--- src/rtl/uart_tx_serializer_if.sv ---
`default_nettype none
// uart_tx_serializer_if: parallel-word request side and serial line of the UART transmitter.
// Rev 1.0
interface uart_tx_serializer_if #(
  parameter int DATA_WIDTH     = 8,
  parameter int PRESCALE_WIDTH = 6
) ();
  logic [DATA_WIDTH-1:0]     P_DATA;
  logic                      DATA_VALID;
  logic                      PAR_EN;
  logic                      PAR_TYP;
  logic [PRESCALE_WIDTH-1:0] prescale;
  logic                      TX_OUT;
  logic                      Busy;

  modport master (
    output P_DATA, DATA_VALID, PAR_EN, PAR_TYP, prescale,
    input  TX_OUT, Busy
  );

  modport slave (
    input  P_DATA, DATA_VALID, PAR_EN, PAR_TYP, prescale,
    output TX_OUT, Busy
  );
endinterface
`default_nettype wire

--- src/rtl/uart_tx_serializer.sv ---
`default_nettype none
// uart_tx_serializer: UART frame serialiser (start, LSB-first data, optional parity, stop).
// Rev 1.0
module uart_tx_serializer #(
  parameter int DATA_WIDTH     = 8,
  parameter int PRESCALE_WIDTH = 6
) (
  input wire CLK,
  input wire RST,
  uart_tx_serializer_if.slave bus
);
  localparam int BIT_W = (DATA_WIDTH > 1) ? $clog2(DATA_WIDTH) : 1;

  typedef enum logic [2:0] {
    IDLE   = 3'd0,
    START  = 3'd1,
    DATA   = 3'd2,
    PARITY = 3'd3,
    STOP   = 3'd4
  } state_t;

  state_t                    state, state_next;
  logic [PRESCALE_WIDTH-1:0] edge_cnt, edge_next, period;
  logic [BIT_W-1:0]          bit_cnt, bit_next;
  logic [DATA_WIDTH-1:0]     data_reg;
  logic                      par_en_reg, par_typ_reg;
  logic                      tx_out, busy, tx_next, busy_next;
  logic                      accept, bit_end, last_bit, parity_bit;

  assign accept     = (state == IDLE) && bus.DATA_VALID;
  assign bit_end    = (edge_cnt == period - PRESCALE_WIDTH'(1));
  assign last_bit   = (bit_cnt == BIT_W'(DATA_WIDTH - 1));
  assign parity_bit = par_typ_reg ? ~^data_reg : ^data_reg;

  always_comb begin
    state_next = state;
    edge_next  = edge_cnt + PRESCALE_WIDTH'(1);
    bit_next   = bit_cnt;
    tx_next    = 1'b1;
    busy_next  = 1'b0;

    case (state)
      IDLE: begin
        edge_next = '0;
        if (accept) state_next = START;
      end
      START: begin
        if (bit_end) begin
          state_next = DATA;
          edge_next  = '0;
          bit_next   = '0;
        end
      end
      DATA: begin
        if (bit_end) begin
          edge_next = '0;
          if (last_bit) state_next = par_en_reg ? PARITY : STOP;
          else          bit_next   = bit_cnt + BIT_W'(1);
        end
      end
      PARITY: begin
        if (bit_end) begin
          state_next = STOP;
          edge_next  = '0;
        end
      end
      STOP: begin
        if (bit_end) begin
          state_next = IDLE;
          edge_next  = '0;
        end
      end
      default: begin
        state_next = IDLE;
        edge_next  = '0;
      end
    endcase

    // Outputs are registered, so they are decoded from the state being entered.
    case (state_next)
      START:   tx_next = 1'b0;
      DATA:    tx_next = data_reg[bit_next];
      PARITY:  tx_next = parity_bit;
      default: tx_next = 1'b1;
    endcase
    busy_next = (state_next != IDLE);
  end

  always_ff @(posedge CLK or negedge RST) begin
    if (!RST) begin
      state       <= IDLE;
      edge_cnt    <= '0;
      bit_cnt     <= '0;
      data_reg    <= '0;
      par_en_reg  <= 1'b0;
      par_typ_reg <= 1'b0;
      period      <= '0;
      tx_out      <= 1'b1;
      busy        <= 1'b0;
    end else begin
      state    <= state_next;
      edge_cnt <= edge_next;
      bit_cnt  <= bit_next;
      tx_out   <= tx_next;
      busy     <= busy_next;
      if (accept) begin
        data_reg    <= bus.P_DATA;
        par_en_reg  <= bus.PAR_EN;
        par_typ_reg <= bus.PAR_TYP;
        period      <= (bus.prescale == '0) ? PRESCALE_WIDTH'(1) : bus.prescale;
      end
    end
  end

  assign bus.TX_OUT = tx_out;
  assign bus.Busy   = busy;
endmodule
`default_nettype wire

--- src/flat_wrapper.sv ---
// flat-port wrapper written by rule: the top's interface ports become plain ports
module uart_tx_serializer_flat 
#(
  parameter int DATA_WIDTH     = 8,
  parameter int PRESCALE_WIDTH = 6
)
  (CLK, RST, bus_P_DATA, bus_DATA_VALID, bus_PAR_EN, bus_PAR_TYP, bus_prescale, bus_TX_OUT, bus_Busy);
  uart_tx_serializer_if #(.DATA_WIDTH(DATA_WIDTH), .PRESCALE_WIDTH(PRESCALE_WIDTH)) bus_i ();
  input wire CLK;
  input wire RST;
  input wire logic [$bits(bus_i.P_DATA)-1:0] bus_P_DATA;
  input wire logic [$bits(bus_i.DATA_VALID)-1:0] bus_DATA_VALID;
  input wire logic [$bits(bus_i.PAR_EN)-1:0] bus_PAR_EN;
  input wire logic [$bits(bus_i.PAR_TYP)-1:0] bus_PAR_TYP;
  input wire logic [$bits(bus_i.prescale)-1:0] bus_prescale;
  output wire logic [$bits(bus_i.TX_OUT)-1:0] bus_TX_OUT;
  output wire logic [$bits(bus_i.Busy)-1:0] bus_Busy;
  assign bus_i.P_DATA = bus_P_DATA;
  assign bus_i.DATA_VALID = bus_DATA_VALID;
  assign bus_i.PAR_EN = bus_PAR_EN;
  assign bus_i.PAR_TYP = bus_PAR_TYP;
  assign bus_i.prescale = bus_prescale;
  assign bus_TX_OUT = bus_i.TX_OUT;
  assign bus_Busy = bus_i.Busy;
  uart_tx_serializer #(.DATA_WIDTH(DATA_WIDTH), .PRESCALE_WIDTH(PRESCALE_WIDTH)) u_core (.CLK(CLK), .RST(RST), .bus(bus_i));
endmodule
--- config.mk ---
export PLATFORM = sky130hd
export DESIGN_NAME = uart_tx_serializer_flat
export DESIGN_NICKNAME = d
export VERILOG_FILES = /design/src/rtl/uart_tx_serializer_if.sv /design/src/rtl/uart_tx_serializer.sv /design/src/flat_wrapper.sv
export SDC_FILE = /design/constraint.sdc
export NUM_CORES = 1
export LEC_CHECK = 0
export CORE_MARGIN = 4
export CORE_UTILIZATION = 54
export CTS_CLUSTER_SIZE = 24
export DETAILED_ROUTE_END_ITERATION = 7
export GPL_TIMING_DRIVEN = 0
export MAX_ROUTING_LAYER = met4
export PLACE_DENSITY = 0.78
export SYNTH_ARGS = -nofsm -noshare
export SYNTH_HDL_FRONTEND = slang
export SYNTH_SLANG_ARGS = --single-unit
--- constraint.sdc ---
create_clock -name CLK -period 3.1 [get_ports CLK]
set_input_delay 0.62 -clock CLK [delete_from_list [all_inputs] [get_ports CLK]]
set_output_delay 0.62 -clock CLK [all_outputs]
set_load 0.05 [all_outputs]
Yosys cells after proc, flatten, opt, wreduce, memory -nomap -nowiden
Cells that the tools add are included.

storage, ports and cells
  logic and storage cells = 48
  RAM bits = 0
  register bits = 30
  memories kept = 0
  input bits = 19
  bits in read-only memories = 0
  output and inout port bits = 2
  latch bits = 0

cells by class
  reduce and logical (&&, ||, !) cells = 7
  magnitude comparators = 1
  add/subtract/negate cells = 3
  eq/ne operators = 9
  shift operators = 0
  multipliers = 0
  muxes and demuxes = 19
  divide/modulo/power cells = 0
  bitwise operators = 0

operators by type and width
  operator                                             count
  2-to-1 mux 3 bit                                     10
  2-to-1 mux 6 bit                                     3
  one-hot mux 3 bit (5 select lines)                   1
  equality test 3 x 2 -> 1 bit, second input constant  4
  XNOR reduction 8 bit                                 1
  parity 8 bit                                         1
  adder 6 x 1 -> 6 bit, second input constant          1
  equality test 3 x 1 -> 1 bit, second input constant  2
  equality test 3 bit, second input constant           2
  equality test 6 bit                                  1
  logical NOT 6 bit                                    1
  one-hot mux 3 bit (2 select lines)                   1
  subtractor 6 x 1 -> 6 bit, second input constant     1
  < comparator 3 x 4 -> 1 bit, second input constant   1
  OR reduction 4 bit                                   1
  adder 3 x 1 -> 3 bit, second input constant          1
  binary-select mux 1 bit (select 3 bit)               1
  logical NOT 3 bit                                    1
  one-hot mux 1 bit (3 select lines)                   1
  nonzero test 3 bit                                   1
  2-to-1 mux 1 bit                                     2
  logical AND 1 bit                                    1

Longest topological paths before layout
Gate-level depths: netlist of the first run.

  depth after elaboration = 7
  gate-level depth with buffers = 11
  gate-level depth less buffers = 10

Worst setup path after synthesis of the first run
No wires, ideal clock.

  path kind = register to register
  start = reg u_core.period[0]
  end = reg u_core.tx_out, in the netlist u_core.bus.TX_OUT
  path slack = 0.619 ns
  library setup time = 0.084 ns
  data required time = 3.016 ns
  stages on the path, launching flop included = 10
  arrival time = 2.397 ns
  path buffers = 0
  period minus slack after synthesis = 2.481 ns
  path through = dfrtp_1 inv_1 ha_1 or3_1 a31o_1 o31a_1 or2_4 a2111o_1 nand4_1 o211ai_2

between the ends
  longest elaborated chain between the ends = 7
  elaborated cells on any way between the ends = 16
  classes of those cells = add/sub (1); eq/ne (4); mux (11)

ends and longest elaborated chain
  what                                        RTL line                                            source
  start, declared                             uart_tx_serializer.sv:23                            logic [PRESCALE_WIDTH-1:0] edge_cnt, edge_next, period;
  start signal, assigned                      uart_tx_serializer.sv:110                           period <= (bus.prescale == '0) ? PRESCALE_WIDTH'(1) : bus.prescale;
  subtractor 6 x 1 -> 6 bit (*)               uart_tx_serializer.sv:31                            assign bit_end = (edge_cnt == period - PRESCALE_WIDTH'(1));
  equality test 6 bit (*)                     uart_tx_serializer.sv:31
  2-to-1 mux 3 bit, on equally long branches  uart_tx_serializer.sv:55, uart_tx_serializer.sv:48
  one-hot mux 3 bit (2 select lines)          uart_tx_serializer.sv:42                            case (state)
  binary-select mux 1 bit (select 3 bit)      uart_tx_serializer.sv:82                            DATA: tx_next = data_reg[bit_next];
  2-to-1 mux 1 bit (implied by the code)      uart_tx_serializer.sv:82
  one-hot mux 1 bit (3 select lines) (*)      uart_tx_serializer.sv:80                            case (state_next)
  named net u_core.tx_next                    uart_tx_serializer.sv:27                            logic tx_out, busy, tx_next, busy_next;
  end signal, assigned                        uart_tx_serializer.sv:104                           tx_out <= tx_next;
  end, declared                               uart_tx_serializer.sv:27

The timed path passes the listed nets; every way through them passes the cells marked *. The select of a mux whose other input is x is not followed.
A chain may end at the register's enable or synchronous reset.

Worst setup path after layout of the first run
Ends and elaborated chain as after synthesis.

==> results of run 1 <==
## metal layers
metal | track usage, % | wire length, um | vias to the layer above | part of all wire (%)
met5 | - | 0 | - | 0
met4 | 7.28 | 46 | 0 | 1.4
met3 | 4.80 | 108 | 7 | 3.2
met2 | 32.7 | 1720 | 20 | 52
met1 | 22.8 | 1460 | 586 | 44
li1 | - | - | 609 | -
## stage by stage
step | setup slack (ps) | power, mW | hold WS [ps] | instances
floorplan | 619 | 1.48 | 324 | 157
global placement | 488 | 1.65 | 504 | 208
detailed placement | 406 | 1.71 | 522 | 208
CTS | 392 | 1.95 | 539 | 216
global route | 173 | 2.11 | 358 | 216
finish | 391 | 1.94 | 316 | 216
## power by group through the flow
stage          logic, mW  clock network [mW]  registers (mW)
2_1_floorplan      0.750                   0           0.734
3_3_place_gp       0.924                   0           0.728
3_5_place_dp       0.963                   0           0.742
4_1_cts            0.971               0.248           0.734
5_1_grt             1.07               0.269           0.766
6_report           0.965               0.244           0.736
## cell families after synthesis
| group | after synthesis |
|---|---|
| AND/OR/NAND/NOR | 54 |
| adder cells (fa/ha/maj) | 3 |
| multiplexers | 11 |
| XOR/XNOR | 19 |
| buffers and inverters | 13 |
| AO/OA/AOI/OAI | 27 |
| flip-flops | 30 |
## area by class of cell
class	count	area (um^2)
buffer	3	18.8
inverter	10	37.5
sequential	30	752
multi-input combinational	114	836
clock buffer	7	55.1
clock inverter	1	5.00
timing repair buffer	20	195
fill	226	891
tap	31	38.8
## critical path: cells and delay by family (launching register included)
| kind | cells | cell delay (ps) |
|---|---|---|
| AO/OA/AOI/OAI | 4 | 1140 |
| AND/OR/NAND/NOR | 3 | 780 |
| flip-flops | 1 | 410 |
| buffers and inverters | 1 | 80 |
| adder cells (fa/ha/maj) | 1 | 220 |
## Yosys cell counts, types with 2 or more instances
master                       n  area (um^2)
sky130_fd_sc_hd__a2111o_1    2         22.5
sky130_fd_sc_hd__and3_1      3         18.8
sky130_fd_sc_hd__dfrtp_1    29          726
sky130_fd_sc_hd__ha_1        3         37.5
sky130_fd_sc_hd__inv_1      10         37.5
sky130_fd_sc_hd__mux2_2     11          124
sky130_fd_sc_hd__nand2_1    10         37.5
sky130_fd_sc_hd__nand3_1     9         45.0
sky130_fd_sc_hd__nor2_1     12         45.0
sky130_fd_sc_hd__nor2b_1     2         12.5
sky130_fd_sc_hd__nor3_1      3         15.0
sky130_fd_sc_hd__nor3b_1     2         15.0
sky130_fd_sc_hd__o2111ai_1   2         17.5
sky130_fd_sc_hd__o211ai_2    2         25.0
sky130_fd_sc_hd__o21ai_0    11         55.1
sky130_fd_sc_hd__o31ai_1     2         15.0
sky130_fd_sc_hd__or2_1       2         12.5
sky130_fd_sc_hd__or3_1       3         18.8
sky130_fd_sc_hd__xnor2_1    14          123
sky130_fd_sc_hd__xor2_1      5         43.8
## placed cells by master, fill, tap and decap left out, types with 3 or more instances in the layout
cell type / instances
sky130_fd_sc_hd__and3_1: 3
sky130_fd_sc_hd__clkbuf_4: 5
sky130_fd_sc_hd__clkdlybuf4s50_1: 19
sky130_fd_sc_hd__dfrtp_1: 29
sky130_fd_sc_hd__ha_1: 3
sky130_fd_sc_hd__inv_1: 10
sky130_fd_sc_hd__mux2_2: 11
sky130_fd_sc_hd__nand2_1: 10
sky130_fd_sc_hd__nand3_1: 9
sky130_fd_sc_hd__nor2_1: 12
sky130_fd_sc_hd__nor3_1: 3
sky130_fd_sc_hd__o21ai_0: 11
sky130_fd_sc_hd__or3_1: 3
sky130_fd_sc_hd__xnor2_1: 14
sky130_fd_sc_hd__xor2_1: 5
## final timing paths
path / start / to / slack (ps) / depth (start not counted)
setup reg to reg: u_core.period[0] / u_core.bus.TX_OUT / 390 / 9
hold reg to reg: u_core.period[5] / u_core.period[5] / 540 / 1
hold / removal: RST / u_core.period[4] / 320 / 1
max in group asynchronous: RST / u_core.state[1] / 2360 / 1
min in group CLK: u_core.period[5] / u_core.period[5] / 540 / 1
setup / recovery: u_core.period[0] / u_core.bus.TX_OUT / 390 / 9
==> qor.txt, run 1 <==
number of max-slew violations in the final report: 0
row cnt: 19
number of H-tree branching levels: 2
most frequently used flop master after synthesis: sky130_fd_sc_hd__dfrtp_1
Max Clock Freq: 369 MHz
number of warning messages in the yosys log: 0
routability-driven placement congestion ratio: 0.854
design internal power: 1.16 mW
sequence of cells on the critical path: inv_1 -> ha_1 -> or3_1 -> a31o_1 -> o31a_1 -> or2_4 -> a2111o_1 -> nand4_1 -> o211ai_2
number of global-route vias before repair: 1342
diodes inserted: 0
Tcrit/Tclk final: 87.4%
Worst IR Drop VDD: 0.000572 V
sort of element at the end of the critical path: register
Die Span Y: 63.2 um
number of hold buffers added after cts: 0
final total negative setup slack: 0 ps
Initial Utilization: 58.1%
share of flip-flops with an asynchronous set or reset: 100%
synthesized-area fraction occupied by ao, oa, aoi and oai cells: 13.5%
critical-path cell with the highest stage delay: sky130_fd_sc_hd__a2111o_1
1st-pass router iterations: 4
average via count per standard cell: 5.66
antenna violations before repair: 0
total number of nets in the final design: 206
sequential cell fraction of total power: 37.8%
clock period minus worst slack: 2710 ps
average instance area after synthesis: 10.5 um^2
Finished Cell Area: 1940 um^2
die extent in x: 63.2 um
simple-gate share of the synthesized area: 17.4%
max reg flops: 8
RSZ-0062 raised after global routing: no
CTS-repair resized insts: 0
clock input transition at the sequential cells of the worst setup and hold paths: 90 ps
root buffer cell: sky130_fd_sc_hd__clkbuf_4
Slew @ Worst Pin: 662 ps
Crit path arrival time: 2960 ps
run status: complete, no violations
total clock buffers created by CTS: 5
combinational family with the most area after synthesis: simple AND/OR/NAND/NOR gates
Cell variety after synth: 40
placed standard-cell area: 1880 um^2
core outline area: 2830 um^2
number of top-level pins: 21
antenna-violating nets left: 0
half-perimeter wire length after placement: 2510 um
total congestion overflow after global routing: 0
data required time of the critical path: 3350 ps
starting DRC count in detailed routing: 51
Leakage: 0.812 nW
sequential area share after synthesis: 45.7%
Hold/Removal Path Class: in -> async
P&R area growth vs syn: 17.9%
Logic pwr share: 49.6%
power dissipated by switching net loads: 782 uW
crit path launch type: register
Syn Inst Count: 157
maximum number of pins on one net before global-route repair: 31
area of the mapped netlist: 1640 um^2
clock tree from TritonCTS: done
relative contribution of the clock network to total power: 12.5%
switching power share of the total: 40.2%
# setup viols final: 0
number of buffers on the longest clock path: 2
share of post-route cells with drive strength above 1: 16.2%
synthesized-area fraction occupied by adder cells: 2.28%
Max FO, Critical Path: 5
Max-cap violations: 0
remaining max-slew budget at the tightest pin: 55.9%
die outline area: 3990 um^2
clock insertion delay at the later pin of the skew report: 320 ps
XOR/XNOR share of the synthesized area: 10.1%
wire length of the first global-routing pass: 6000 um
Port Buffers: 20
number of endpoints with negative hold slack in the final report: 0
power per cell area: 1000 nW/um^2
synthesis-stage register bit count: 30
Max Clock Skew: 6.47 ps
fraction of the core area covered by cells at the end of the flow: 68.5%
drc violations: 0
total routing usage reported by global routing: 19.5%
number of buffers inserted to repair setup after CTS: 0
mux share of post-synthesis cell area: 7.53%
number of flops mapped to enable cells by yosys: 0
number of clock sinks: 30
type of the setup path with the least slack: reg -> reg
Routed Wire Length: 3340 um
count of vias placed by the detailed router: 1222
crit-path max cell delay: 420 ps
synthesized net count: 179
wire length per cell after detailed routing: 15.5 um
Note: power is estimated with default switching activity, not from simulation.
==> inputs of run 2 (changes only) <==
--- a/config.mk
+++ b/config.mk
@@ -11,7 +11,7 @@
 export DETAILED_ROUTE_END_ITERATION = 7
 export GPL_TIMING_DRIVEN = 0
 export MAX_ROUTING_LAYER = met4
-export PLACE_DENSITY = 0.78
+export PLACE_DENSITY = 0.8
 export SYNTH_ARGS = -nofsm -noshare
 export SYNTH_HDL_FRONTEND = slang
 export SYNTH_SLANG_ARGS = --single-unit
==> qor.txt, run 2 (synthesis results as in run 1) <==
run status: complete, no violations
Crit path arrival time: 2970 ps (about the same)
Max Clock Skew: 11.0 ps (+4.57 ps)
antenna-violating nets left: 0 (unchanged)
total congestion overflow after global routing: 0 (unchanged)
remaining max-slew budget at the tightest pin: 56.2% (+0.31 points)
share of post-route cells with drive strength above 1: 15.7% (-0.54 points)
1st-pass router iterations: 4 (unchanged)
Leakage: 0.809 nW (-0.34%)
Die Span Y: 63.2 um (unchanged)
clock tree from TritonCTS: done
CTS-repair resized insts: 0 (unchanged)
Initial Utilization: 58.1% (unchanged)
crit-path max cell delay: 430 ps (about the same)
starting DRC count in detailed routing: 75 (+47%)
RSZ-0062 raised after global routing: no
number of H-tree branching levels: 2 (unchanged)
Max-cap violations: 0 (unchanged)
number of hold buffers added after cts: 0 (unchanged)
number of endpoints with negative hold slack in the final report: 0 (unchanged)
Max Clock Freq: 369 MHz (about the same)
filler cell count in the final layout: 228 (+0.88%)
sort of element at the end of the critical path: register
total number of nets in the final design: 206 (unchanged)
average via count per standard cell: 5.82 (+2.9%)
Tcrit/Tclk final: 87.4% (about the same)
count of placed standard cells including taps: 208 (unchanged)
root buffer cell: sky130_fd_sc_hd__clkbuf_4
clock insertion delay at the later pin of the skew report: 330 ps (about the same)
antenna violations before repair: 0 (unchanged)
setup slack of the critical path after layout: 391 ps (+0.798 ps)
number of buffers inserted to repair setup after CTS: 0 (unchanged)
overall power after layout: 1.95 mW (+0.47%)
routability-driven placement congestion ratio: 0.899 (+5.2%)
drc violations: 0 (unchanged)
diodes inserted: 0 (unchanged)
number of clock sinks: 30 (unchanged)
clock period minus worst slack: 2710 ps (-0.798 ps)
row cnt: 19 (unchanged)
total routing usage reported by global routing: 19.2% (-0.37 points)
Routed Wire Length: 3340 um (-0.15%)
wire length of the first global-routing pass: 5870 um (-2.2%)
fraction of the core area covered by cells at the end of the flow: 68.5% (about the same)
crit path launch type: register
most used cells in the layout excluding fill and tap cells: sky130_fd_sc_hd__dfrtp_1 (29), sky130_fd_sc_hd__clkdlybuf4s50_1 (19), sky130_fd_sc_hd__xnor2_1 (14)
Port Buffers: 20 (unchanged)
critical-path cell with the highest stage delay: sky130_fd_sc_hd__dfrtp_1
max reg flops: 8 (unchanged)
number of max-slew violations in the final report: 0 (unchanged)
final total negative setup slack: 0 ps (unchanged)
Slew @ Worst Pin: 657 ps (-4.65 ps)
count of vias placed by the detailed router: 1258 (+2.9%)
Max FO, Critical Path: 5 (unchanged)
type of the setup path with the least slack: reg -> reg
Hold/Removal Path Class: in -> async
post-layout instance count excluding filler cells: 216 (unchanged)
number of buffers on the longest clock path: 2 (unchanged)
most common cell after layout, fill and taps aside: sky130_fd_sc_hd__dfrtp_1
clock input transition at the sequential cells of the worst setup and hold paths: 100 ps (about the same)
maximum number of pins on one net before global-route repair: 31 (unchanged)
P&R area growth vs syn: 17.8% (about the same)
half-perimeter wire length after placement: 2570 um (+2.4%)
sequence of cells on the critical path: inv_1 -> ha_1 -> or3_1 -> a31o_1 -> o31a_1 -> or2_4 -> a2111o_1 -> nand4_1 -> o211ai_2
number of top-level pins: 21 (unchanged)
Placement Setup Slack: 417 ps (+10.7 ps)
data required time of the critical path: 3360 ps (about the same)
total clock buffers created by CTS: 5 (unchanged)
die outline area: 3990 um^2 (unchanged)
power per cell area: 1010 nW/um^2 (+0.53%)
wire length per cell after detailed routing: 15.4 um (-0.15%)
number of global-route vias before repair: 1355 (+0.97%)
die extent in x: 63.2 um (unchanged)
Worst IR Drop VDD: 0.000668 V (+17%)
core outline area: 2830 um^2 (unchanged)
# setup viols final: 0 (unchanged)
-- run 2: changes by cell type in the layout (fill, tap and decap cells not counted), sizes merged --
| cell | before | now |
|---|---|---|
| clkinv | 1 | 0 |
| clkbuf | 8 | 9 |
-- run 2: worst paths after layout --
kind,startpoint,endpoint,slack [ps],depth (start not counted)
worst min register to register,u_core.period[5],u_core.period[5],540,1
worst max-delay path,u_core.period[0],u_core.bus.TX_OUT,390,9
worst min-delay path,RST,u_core.edge_cnt[0],300,1
worst max register to register,u_core.period[0],u_core.bus.TX_OUT,390,9
min in group CLK,u_core.period[5],u_core.period[5],540,1
max in group asynchronous,RST,u_core.period[4],2360,1
-- run 2: layout make-up --
type | instances | area, um^2 | share of cell area, %
Sequential cell | 30 | 752 | 38.8
Timing Repair Buffer | 20 | 195 | 10.1
Multi-Input combinational cell | 114 | 836 | 43.2
Buffer | 3 | 18.8 | 0.969
Clock buffer | 8 | 58.8 | 3.04
Inverter | 10 | 37.5 | 1.94
Tap cell | 31 | 38.8 | 2.00
-- run 2: power by group --
group | switching (mW) | total [mW] | internal [mW]
registers | 0.172 | 0.737 | 0.564
clock network | 0.133 | 0.245 | 0.112
logic | 0.484 | 0.973 | 0.489
total | 0.789 | 1.95 | 1.17
-- run 2: per-layer routing --
metal	global-route usage, %	vias to the layer above	wire length [um]
met4	5.93	0	40
met5	-	-	0
met2	33.9	27	1740
met1	20.6	619	1410
li1	-	608	-
met3	5.86	4	142
-- run 2: critical path: cells and delay by family, from the launching register on --
kind | cells | cell delay [ps]
AOI/OAI and AO/OA | 4 | 1150
DFF | 1 | 430
and+or+nand+nor | 3 | 760
adders and majority gates | 1 | 230
buffers and inverters | 1 | 80
-- run 2: stage by stage --
stage	cell area, um^2	hold WS (ps)
floorplan	1640	324
global placement	1880	504
detailed placement	1880	523
CTS	1940	539
global route	1940	351
finish	1940	304
==> inputs of run 3 (changes only) <==
--- a/config.mk
+++ b/config.mk
@@ -5,13 +5,15 @@
 export SDC_FILE = /design/constraint.sdc
 export NUM_CORES = 1
 export LEC_CHECK = 0
+export CELL_PAD_IN_SITES_DETAIL_PLACEMENT = 1
+export CELL_PAD_IN_SITES_GLOBAL_PLACEMENT = 1
 export CORE_MARGIN = 4
-export CORE_UTILIZATION = 54
+export CORE_UTILIZATION = 43
 export CTS_CLUSTER_SIZE = 24
 export DETAILED_ROUTE_END_ITERATION = 7
 export GPL_TIMING_DRIVEN = 0
 export MAX_ROUTING_LAYER = met4
-export PLACE_DENSITY = 0.8
+export PLACE_DENSITY = 0.81
 export SYNTH_ARGS = -nofsm -noshare
 export SYNTH_HDL_FRONTEND = slang
 export SYNTH_SLANG_ARGS = --single-unit
==> qor.txt, run 3 (synthesis results as in run 1) <==
number of H-tree branching levels: 2 (unchanged)
total number of nets in the final design: 206 (unchanged)
Initial Utilization: 44.6% (-14 points)
Max-cap violations: 0 (unchanged)
routability-driven placement congestion ratio: 0.838 (-6.7%)
crit-path max cell delay: 550 ps (+120 ps)
root buffer cell: sky130_fd_sc_hd__clkbuf_8
crit path launch type: register
run status: complete, no violations
maximum number of pins on one net before global-route repair: 31 (unchanged)
Max Clock Skew: 7.07 ps (-3.98 ps)
Max FO, Critical Path: 10 (+5)
CP Buf/Inv Count: 2 (+1)
Routed Wire Length: 3840 um (+15%)
setup slack on the worst flop-to-flop path: 350 ps (-40 ps)
setup slack of the critical path after layout: 354 ps (-37.9 ps)
row cnt: 22 (+3)
final total negative setup slack: 0 ps (unchanged)
data required time of the critical path: 3310 ps (-50 ps)
cell family with most CP delay: compound AO/OA/AOI/OAI gates
most common cell after layout, fill and taps aside: sky130_fd_sc_hd__dfrtp_1
fraction of the core area covered by cells at the end of the flow: 54.0% (-14 points)
max reg flops: 8 (unchanged)
number of global-route vias before repair: 1423 (+5.0%)
number of buffers on the longest clock path: 2 (unchanged)
total congestion overflow after global routing: 0 (unchanged)
critical-path cell with the highest stage delay: sky130_fd_sc_hd__or4_4
die outline area: 4880 um^2 (+22%)
1st-pass router iterations: 4 (unchanged)
total clock buffers created by CTS: 5 (unchanged)
antenna violations before repair: 0 (unchanged)
share of post-route cells with drive strength above 1: 16.2% (+0.54 points)
half-perimeter wire length after placement: 2750 um (+7.0%)
clock period minus worst slack: 2750 ps (+37.9 ps)
P&R area growth vs syn: 21.1%
sort of element at the end of the critical path: register
Die Span Y: 69.8 um (+11%)
Hold/Removal Path Class: in -> async
Crit path arrival time: 2950 ps (-20 ps)
Metal-1 WL: 1610 um (+14%)
placed standard-cell area: 1900 um^2 (+1.1%)
remaining max-slew budget at the tightest pin: 56.1% (-0.076 points)
number of hold buffers added after cts: 0 (unchanged)
wire length per cell after detailed routing: 16.5 um (+6.6%)
most used cells in the layout excluding fill and tap cells: sky130_fd_sc_hd__dfrtp_1 (29), sky130_fd_sc_hd__clkdlybuf4s50_1 (19), sky130_fd_sc_hd__xnor2_1 (14)
routed length on met3: 159 um (+12%)
count of vias placed by the detailed router: 1304 (+3.7%)
Slew @ Worst Pin: 658 ps (+1.15 ps)
Worst IR Drop VDD: 0.000539 V (-19%)
Leakage: 0.825 nW (+1.9%)
Finished Cell Area: 1990 um^2 (+2.8%)
average via count per standard cell: 5.60 (-3.9%)
core outline area: 3690 um^2 (+30%)
Max Clock Freq: 364 MHz (-1.4%)
minimum hold slack: 357 ps (+52.7 ps)
number of buffers inserted to repair setup after CTS: 0 (unchanged)
clock input transition at the sequential cells of the worst setup and hold paths: 70 ps (-30 ps)
filler cell count in the final layout: 418 (+83%)
power per cell area: 1040 nW/um^2 (+3.0%)
post-layout instance count excluding filler cells: 233 (+7.9%)
clock insertion delay at the later pin of the skew report: 290 ps (-40 ps)
die extent in x: 69.8 um (+11%)
highest routed layer: met4
number of top-level pins: 21 (unchanged)
drc violations: 0 (unchanged)
number of clock sinks: 30 (unchanged)
overall power after layout: 2.07 mW (+5.9%)
Placement Setup Slack: 390 ps (-27.4 ps)
total routing usage reported by global routing: 18.1% (-1.0 points)
number of endpoints with negative hold slack in the final report: 0 (unchanged)
Port Buffers: 20 (unchanged)
Tcrit/Tclk final: 88.6% (+1.2 points)
sequence of cells on the critical path: or4_4 -> o21a_1 -> o2111ai_2 -> or2_1 -> buf_6 -> o221a_4 -> inv_1 -> a2111o_1 -> nand4_1 -> o211ai_2
total length of routed met2 wires: 2010 um (+15%)
diodes inserted: 0 (unchanged)
starting DRC count in detailed routing: 59 (-21%)
RSZ-0062 raised after global routing: no
number of max-slew violations in the final report: 0 (unchanged)
wire length of the first global-routing pass: 6710 um (+14%)
antenna-violating nets left: 0 (unchanged)
clock tree from TritonCTS: done
CTS-repair resized insts: 0 (unchanged)
# setup viols final: 0 (unchanged)
count of placed standard cells including taps: 225 (+8.2%)
type of the setup path with the least slack: reg -> reg
==> run 3: cell count changes in the layout (fill, tap and decap cells not counted) <==
cell,change
sky130_fd_sc_hd__clkbuf_8,+5
sky130_fd_sc_hd__clkbuf_1,-1
sky130_fd_sc_hd__clkbuf_4,-5
sky130_fd_sc_hd__clkinv_2,+1
==> run 3: final timing paths <==
path | from | to | cells after the start
hold / removal | RST | u_core.bus.Busy | 1
setup / recovery | u_core.period[2] | u_core.bus.TX_OUT | 10
min in group CLK | u_core.edge_cnt[0] | u_core.edge_cnt[0] | 1
hold reg to reg | u_core.edge_cnt[0] | u_core.edge_cnt[0] | 1
setup reg to reg | u_core.period[2] | u_core.bus.TX_OUT | 10
max in group asynchronous | RST | u_core.data_reg[2] | 1
==> run 3: per-layer routing <==
| layer | vias to the layer above | track usage [%] |
|---|---|---|
| li1 | 611 | - |
| met1 | 652 | 20.9 |
| met2 | 32 | 31.3 |
| met3 | 9 | 4.35 |
| met4 | 0 | 5.32 |
| met5 | - | - |
==> run 3: worst reg2reg max path, stage by stage (launching register included) <==
cell and delay (ps):
sky130_fd_sc_hd__dfrtp_1 450, sky130_fd_sc_hd__or4_4 550, sky130_fd_sc_hd__o21a_1 200, sky130_fd_sc_hd__o2111ai_2 300, sky130_fd_sc_hd__or2_1 170, sky130_fd_sc_hd__buf_6 140, sky130_fd_sc_hd__o221a_4 220, sky130_fd_sc_hd__inv_1 80
sky130_fd_sc_hd__a2111o_1 370, sky130_fd_sc_hd__nand4_1 90, sky130_fd_sc_hd__o211ai_2 90
==> run 3: layout make-up <==
cell class / count / area [um^2] / area share, %
Tap cell: 48 / 60.1 / 3.02
Multi-Input combinational cell: 114 / 836 / 42.0
Buffer: 3 / 18.8 / 0.943
Clock inverter: 1 / 5.00 / 0.251
Inverter: 10 / 37.5 / 1.89
Timing Repair Buffer: 20 / 195 / 9.81
Sequential cell: 30 / 752 / 37.8
Clock buffer: 7 / 86.3 / 4.34
==> run 3: where the power goes <==
part / leakage [nW] / internal (mW) / total, mW / switching (mW)
Clock: 0.0482 / 0.179 / 0.330 / 0.151
Sequential: 0.369 / 0.566 / 0.740 / 0.174
Combinational: 0.408 / 0.488 / 0.998 / 0.510
